**src/rtl/axi4s_pkt_gen.sv**
```systemverilog
// AXI4-Stream packet generator: incrementing 32-bit words framed with tlast,
// optional inter-packet gap, run ends on packet count or on stop at a boundary.
module axi4s_pkt_gen #(
  parameter int unsigned LENW = 16,
  parameter int unsigned DW   = 32
) (
  input  logic              clk,
  input  logic              rst,
  input  logic              start,
  input  logic              stop,
  input  logic [LENW-1:0]   cfg_len,
  input  logic [LENW-1:0]   cfg_num,
  input  logic [LENW-1:0]   cfg_gap,
  input  logic [DW-1:0]     cfg_init,
  output logic              busy,
  output logic              done,
  output logic [LENW-1:0]   pkt_cnt,
  output logic [DW-1:0]     m_tdata,
  output logic              m_tvalid,
  input  logic              m_tready,
  output logic              m_tlast,
  output logic [DW/8-1:0]   m_tkeep
);

  localparam int unsigned KW = DW / 8;

  typedef enum logic [1:0] {S_IDLE, S_SEND, S_GAP} state_t;

  state_t          r_state, w_state_nxt;
  logic [LENW-1:0] r_len, r_num, r_gap, r_beat, r_gap_cnt, r_pkt_cnt;
  logic [DW-1:0]   r_tdata;
  logic            r_stop, r_busy, r_done, r_tvalid, r_tlast;

  logic [LENW-1:0] w_len_nxt, w_num_nxt, w_gap_nxt, w_beat_nxt, w_gap_cnt_nxt, w_pkt_cnt_nxt;
  logic [DW-1:0]   w_tdata_nxt;
  logic            w_stop_nxt, w_busy_nxt, w_done_nxt, w_tvalid_nxt, w_tlast_nxt;

  logic            w_start_ok, w_xfer, w_last_xfer, w_stop_any, w_num_hit;
  logic            w_gap_exp, w_run_end, w_first_last;
  logic [LENW-1:0] w_cnt_inc, w_len_eff;

  // A start landing on the done cycle is ignored; the run still counts as ending.
  assign w_start_ok   = (r_state == S_IDLE) && start && !r_done;
  assign w_xfer       = r_tvalid && m_tready;
  assign w_last_xfer  = (r_state == S_SEND) && w_xfer && r_tlast;
  assign w_stop_any   = r_stop | stop;
  assign w_cnt_inc    = r_pkt_cnt + LENW'(1);
  assign w_num_hit    = (r_num != '0) && (w_cnt_inc == r_num);
  assign w_gap_exp    = (r_state == S_GAP) && (r_gap_cnt == '0);
  assign w_run_end    = (w_last_xfer && (w_num_hit || w_stop_any)) || (w_gap_exp && w_stop_any);
  assign w_len_eff    = (cfg_len == '0) ? LENW'(1) : cfg_len;
  assign w_first_last = (r_len == LENW'(1));

  always_ff @(posedge clk or posedge rst) begin
    if (rst) r_state <= S_IDLE;
    else     r_state <= w_state_nxt;
  end

  always_comb begin
    w_state_nxt = r_state;
    case (r_state)
      S_IDLE: if (w_start_ok) w_state_nxt = S_SEND;
      S_SEND: begin
        if (w_last_xfer) begin
          if (w_run_end)        w_state_nxt = S_IDLE;
          else if (r_gap != '0) w_state_nxt = S_GAP;
          else                  w_state_nxt = S_SEND;
        end
      end
      S_GAP: if (w_gap_exp) w_state_nxt = w_run_end ? S_IDLE : S_SEND;
      default: w_state_nxt = S_IDLE;
    endcase
  end

  // Next values for the registered datapath and outputs.
  always_comb begin
    w_len_nxt     = r_len;
    w_num_nxt     = r_num;
    w_gap_nxt     = r_gap;
    w_beat_nxt    = r_beat;
    w_gap_cnt_nxt = r_gap_cnt;
    w_pkt_cnt_nxt = r_pkt_cnt;
    w_tdata_nxt   = r_tdata;
    w_tvalid_nxt  = r_tvalid;
    w_tlast_nxt   = r_tlast;
    w_busy_nxt    = r_busy;
    w_done_nxt    = 1'b0;
    w_stop_nxt    = r_stop | (stop && (r_state != S_IDLE));
    case (r_state)
      S_IDLE: begin
        if (w_start_ok) begin
          w_len_nxt     = w_len_eff;
          w_num_nxt     = cfg_num;
          w_gap_nxt     = cfg_gap;
          w_beat_nxt    = '0;
          w_pkt_cnt_nxt = '0;
          w_tdata_nxt   = cfg_init;
          w_tvalid_nxt  = 1'b1;
          w_tlast_nxt   = (w_len_eff == LENW'(1));
          w_busy_nxt    = 1'b1;
          w_stop_nxt    = 1'b0;
        end
      end
      S_SEND: begin
        if (w_xfer) begin
          w_tdata_nxt = r_tdata + DW'(1);
          if (r_tlast) begin
            w_pkt_cnt_nxt = w_cnt_inc;
            w_beat_nxt    = '0;
            if (w_run_end) begin
              w_tvalid_nxt = 1'b0;
              w_tlast_nxt  = 1'b0;
              w_busy_nxt   = 1'b0;
              w_done_nxt   = 1'b1;
              w_stop_nxt   = 1'b0;
            end else if (r_gap != '0) begin
              w_tvalid_nxt  = 1'b0;
              w_tlast_nxt   = 1'b0;
              w_gap_cnt_nxt = r_gap - LENW'(1);
            end else begin
              w_tlast_nxt = w_first_last;
            end
          end else begin
            w_beat_nxt  = r_beat + LENW'(1);
            w_tlast_nxt = ((r_beat + LENW'(1)) == (r_len - LENW'(1)));
          end
        end
      end
      S_GAP: begin
        if (w_gap_exp) begin
          if (w_run_end) begin
            w_busy_nxt = 1'b0;
            w_done_nxt = 1'b1;
            w_stop_nxt = 1'b0;
          end else begin
            w_tvalid_nxt = 1'b1;
            w_tlast_nxt  = w_first_last;
          end
        end else begin
          w_gap_cnt_nxt = r_gap_cnt - LENW'(1);
        end
      end
      default: ;
    endcase
  end

  always_ff @(posedge clk or posedge rst) begin
    if (rst) begin
      r_len     <= '0;
      r_num     <= '0;
      r_gap     <= '0;
      r_beat    <= '0;
      r_gap_cnt <= '0;
      r_pkt_cnt <= '0;
      r_tdata   <= '0;
      r_tvalid  <= 1'b0;
      r_tlast   <= 1'b0;
      r_busy    <= 1'b0;
      r_done    <= 1'b0;
      r_stop    <= 1'b0;
    end else begin
      r_len     <= w_len_nxt;
      r_num     <= w_num_nxt;
      r_gap     <= w_gap_nxt;
      r_beat    <= w_beat_nxt;
      r_gap_cnt <= w_gap_cnt_nxt;
      r_pkt_cnt <= w_pkt_cnt_nxt;
      r_tdata   <= w_tdata_nxt;
      r_tvalid  <= w_tvalid_nxt;
      r_tlast   <= w_tlast_nxt;
      r_busy    <= w_busy_nxt;
      r_done    <= w_done_nxt;
      r_stop    <= w_stop_nxt;
    end
  end

  assign busy     = r_busy;
  assign done     = r_done;
  assign pkt_cnt  = r_pkt_cnt;
  assign m_tdata  = r_tdata;
  assign m_tvalid = r_tvalid;
  assign m_tlast  = r_tlast;
  assign m_tkeep  = {KW{r_tvalid}};

endmodule

```
**config.mk**
```make
export PLATFORM = sky130hd
export DESIGN_NAME = axi4s_pkt_gen
export DESIGN_NICKNAME = d
export VERILOG_FILES = /design/src/rtl/axi4s_pkt_gen.sv
export SDC_FILE = /design/constraint.sdc
export NUM_CORES = 1
export LEC_CHECK = 0
export ABC_AREA = 0
export CAP_MARGIN = 20
export CORE_MARGIN = 5
export CORE_UTILIZATION = 49
export DETAILED_ROUTE_END_ITERATION = 8
export PLACE_DENSITY_LB_ADDON = 0.08
export SLEW_MARGIN = 30
export SYNTH_ARGS = -nofsm -noshare
export SYNTH_HDL_FRONTEND = slang
export SYNTH_SLANG_ARGS = --single-unit
```
**constraint.sdc**
```tcl
create_clock -name clk -period 4.38 [get_ports clk]
set_input_delay 0.657 -clock clk [delete_from_list [all_inputs] [get_ports clk]]
set_output_delay 0.657 -clock clk [all_outputs]
set_load 0.005 [all_outputs]
```
==> reports/summary.txt <==
WL/cell: 17.7 um
Setup CP Type: register to register
Initial antenna violation count: 0
Hold crit path type: register to register
Total negative slack: 0 ns
Remaining antenna violation count: 0
Total track usage: 22.8%
Avg Inst Size Synth: 9.11 um2
Drt total wl: 22900 um
Post-synth EDFFs: 0
RR Startpoint: r_state[0]$_DFFE_PP0P_
Share of layout cells above drive strength 1: 11.0%
Hpwl dp: 16100 um
Crit path from: r_state[0]$_DFFE_PP0P_
Outcome: finished clean
Number of DRC markers in iteration 0: 512
Pin count of the biggest net entering global routing: 96
# nets final: 1153
Row count: 48
Syn_nets: 1030
Post-synthesis cell area: 8510 um2
# Max-Cap Violations: 0
Top Usage Layer GRT: met2
Ports: 141
Synth area leaders: dfrtp_1 (40%), mux2_2 (5.7%), o21ai_0 (4.6%)
Reg2reg end: r_gap_cnt[14]$_DFFE_PP0P_
Largest area contributor in the netlist: dfrtp_1
RSZ-0062 raised after global routing: false
Clk pwr share: 22.6%
Die Span Y: 142 um
CP Max Fanout: 15
Die ar.: 20100 um2
Routed vias/inst: 5.95
Met1 usage in global routing: 32.5%
Clk slew on worst S/H paths: 0.06 ns
Most frequent cells after synthesis: dfrtp_1 (135), nand2_1 (83), o21ai_0 (79), a21oi_1 (71), nor2_1 (69)
Synth unique cells: 81
Layout Cells excl Fill: 1294
Clock buffer count from CTS: 17
FF-to-FF path depth: 11
Startpoint types: register
Root Buffer: clkbuf_16
Final Power: 6.96 mW
H-tree lvl count: 4
Core Region: 17200 um2
Peak supply drop: 460 uV
Insertion delay to the later sink of the worst-skew pair: 0.42 ns
Final hold violations: 0
Post-synthesis sequential area ratio: 39.7%
Period utilization: 78.1%
Worst-margin pin slew: 0.850 ns
Fin Hold WS: 0.498 ns
Antenna Cells: 0
Psw: 2.74 mW
Relative slew slack: 42.8%
Met2 usage: 36.2%
GRT overflow: 0
I/O Buffers: 140
Internal Power: 4.22 mW
Final Wtd Congestion: 0.865
Synth top area share: 39.7%
Post-CTS sizing: 0
Synth-to-layout area growth: 25.5%
Hold endpoint: busy$_DFFE_PP0P_
Max clock buf depth: 2
Initial Util: 49.6%
Yosys warning total: 0
CTS tree: built
#FFs+latches synth: 135
Clock skew: 0.00825 ns
Final setup fails: 0
Worst EP required: 4.67 ns
Drt pass-1 iters: 5
Met3 GRT Util: 4.62%
Net Sw Frac: 39.4%
Hold Crit Start: busy$_DFFE_PP0P_
Fin. max-slew vios: 0
Post-CTS Repair Setup Buffers: 0
Hold_buf cts: 0
Ys async rst share: 100%
Most common cell in the netlist: dfrtp_1
Power Dens Cells: 651 nW/um2
Hold path depth: 2
Max Freq: 292 MHz
Fin crit period: 3.42 ns
Routed via count: 7704
Reg2reg setup slack: 0.96 ns
# DRC: 0
Vias in the first global route: 7228
Critical Path AT: 3.71 ns
Part of the power in registers: 33.7%
Comb pwr share: 43.7%
# fillers: 1524
Critical Path Sink Type: register
P_leak: 4.15 nW
Most used DFF post-synth: dfrtp_1
Die Width: 142 um
Placed cell count: 1264
Syn Inst Count: 935
First-pass GRT wire length: 37700 um
Clock sinks: 135
power groups by stage:
stage	Sequential, mW	Clock [mW]	Combinational (mW)
after global routing	2.43	1.66	3.37
after floorplan	2.20	0	2.17
final	2.35	1.57	3.04
after CTS	2.34	1.60	3.05
after detailed placement	2.35	0	3.03
after global placement	2.34	0	3.00
worst max path at each step:
stage / slack, ns / cells after the start / endpoint
floorplan: 0.11 / 1 / busy$_DFFE_PP0P_
global placement: 0.97 / 10 / r_gap_cnt[3]$_DFFE_PP0P_
detailed placement: 0.91 / 10 / r_gap_cnt[3]$_DFFE_PP0P_
CTS: 0.99 / 11 / r_gap_cnt[3]$_DFFE_PP0P_
global route: 0.61 / 11 / r_gap_cnt[14]$_DFFE_PP0P_
finish: 0.96 / 11 / r_gap_cnt[14]$_DFFE_PP0P_
cells in the final DEF, fill, tap and decap left out, types with 5 or more instances in the layout:
cell type / synthesis / routed
nand3_1: 40 / 40
clkbuf_16: 0 / 17
o21ai_0: 79 / 79
inv_1: 19 / 18
dfrtp_1: 135 / 135
a21oi_1: 71 / 71
o22ai_1: 24 / 24
mux2i_1: 13 / 13
clkdlybuf4s50_1: 0 / 140
buf_4: 8 / 13
a22o_1: 9 / 9
mux2_2: 43 / 43
nor3b_1: 5 / 5
nand2_1: 83 / 83
a31oi_1: 17 / 17
or3_1: 11 / 11
and2_1: 11 / 11
xnor2_1: 40 / 40
nor3_1: 20 / 20
ha_1: 10 / 8
nor2_1: 69 / 68
nor4_1: 17 / 17
xor2_1: 18 / 18
and3_1: 17 / 17
bufinv_16: 0 / 5
clkinvlp_4: 0 / 5
o31ai_1: 17 / 17
a211oi_1: 5 / 5
nand4_1: 15 / 15
per-stage QoR:
step | instance area [um2] | setup WS [ns] | util (%)
floorplan | 8510 | 0.112 | -
global placement | 10000 | 0.972 | 58.5
detailed placement | 10000 | 0.915 | 58.5
CTS | 10700 | 0.987 | 62.2
global route | 10700 | 0.613 | 62.2
finish | 10700 | 0.960 | 62.2
logic make-up after synthesis:
kind of cell,after synthesis,synth area share (%)
simple gates,328,20.6
compound gates,277,20.6
flops,135,39.7
buf+inv,69,4.11
xor+xnor,59,6.23
mux,57,7.35
fa+ha+maj,10,1.47
per-layer routing:
metal  up-vias  wire length [um]
li1       3736                 -
met4         0               251
met2       202             10800
met3        21              1170
met1      3745             10600
met5         -                 0
flip-flops by register name (all words and copies together), names as in the netlist:
name,cells
r_gap,16
r_beat,16
r_stop,1
pkt_cnt,16
busy,1
m_tlast,1
r_gap_cnt,16
m_tvalid,1
r_num,16
r_len,16
done,1
r_state,2
m_tdata,32
cell type report:
cell class | count | area (um2) | area share [%]
clock buffer | 18 | 439 | 4.11
timing repair buffer | 153 | 1500 | 14.0
clock inverter | 12 | 201 | 1.89
sequential | 135 | 3380 | 31.6
multi-input combinational | 731 | 4800 | 44.9
tap | 225 | 282 | 2.63
inverter | 20 | 82.6 | 0.773
worst max-delay path, stage by stage, from the launching register on:
cell	delay (ns)
dfrtp_1	0.41
inv_1	0.10
ha_2	0.36
mux2i_1	0.29
ha_1	0.30
o221ai_1	0.36
a2111oi_4	0.49
and2b_1	0.30
nand2_1	0.12
a211o_1	0.32
a32oi_1	0.15
a21oi_1	0.09
Note: power is estimated with default switching activity, not from simulation.
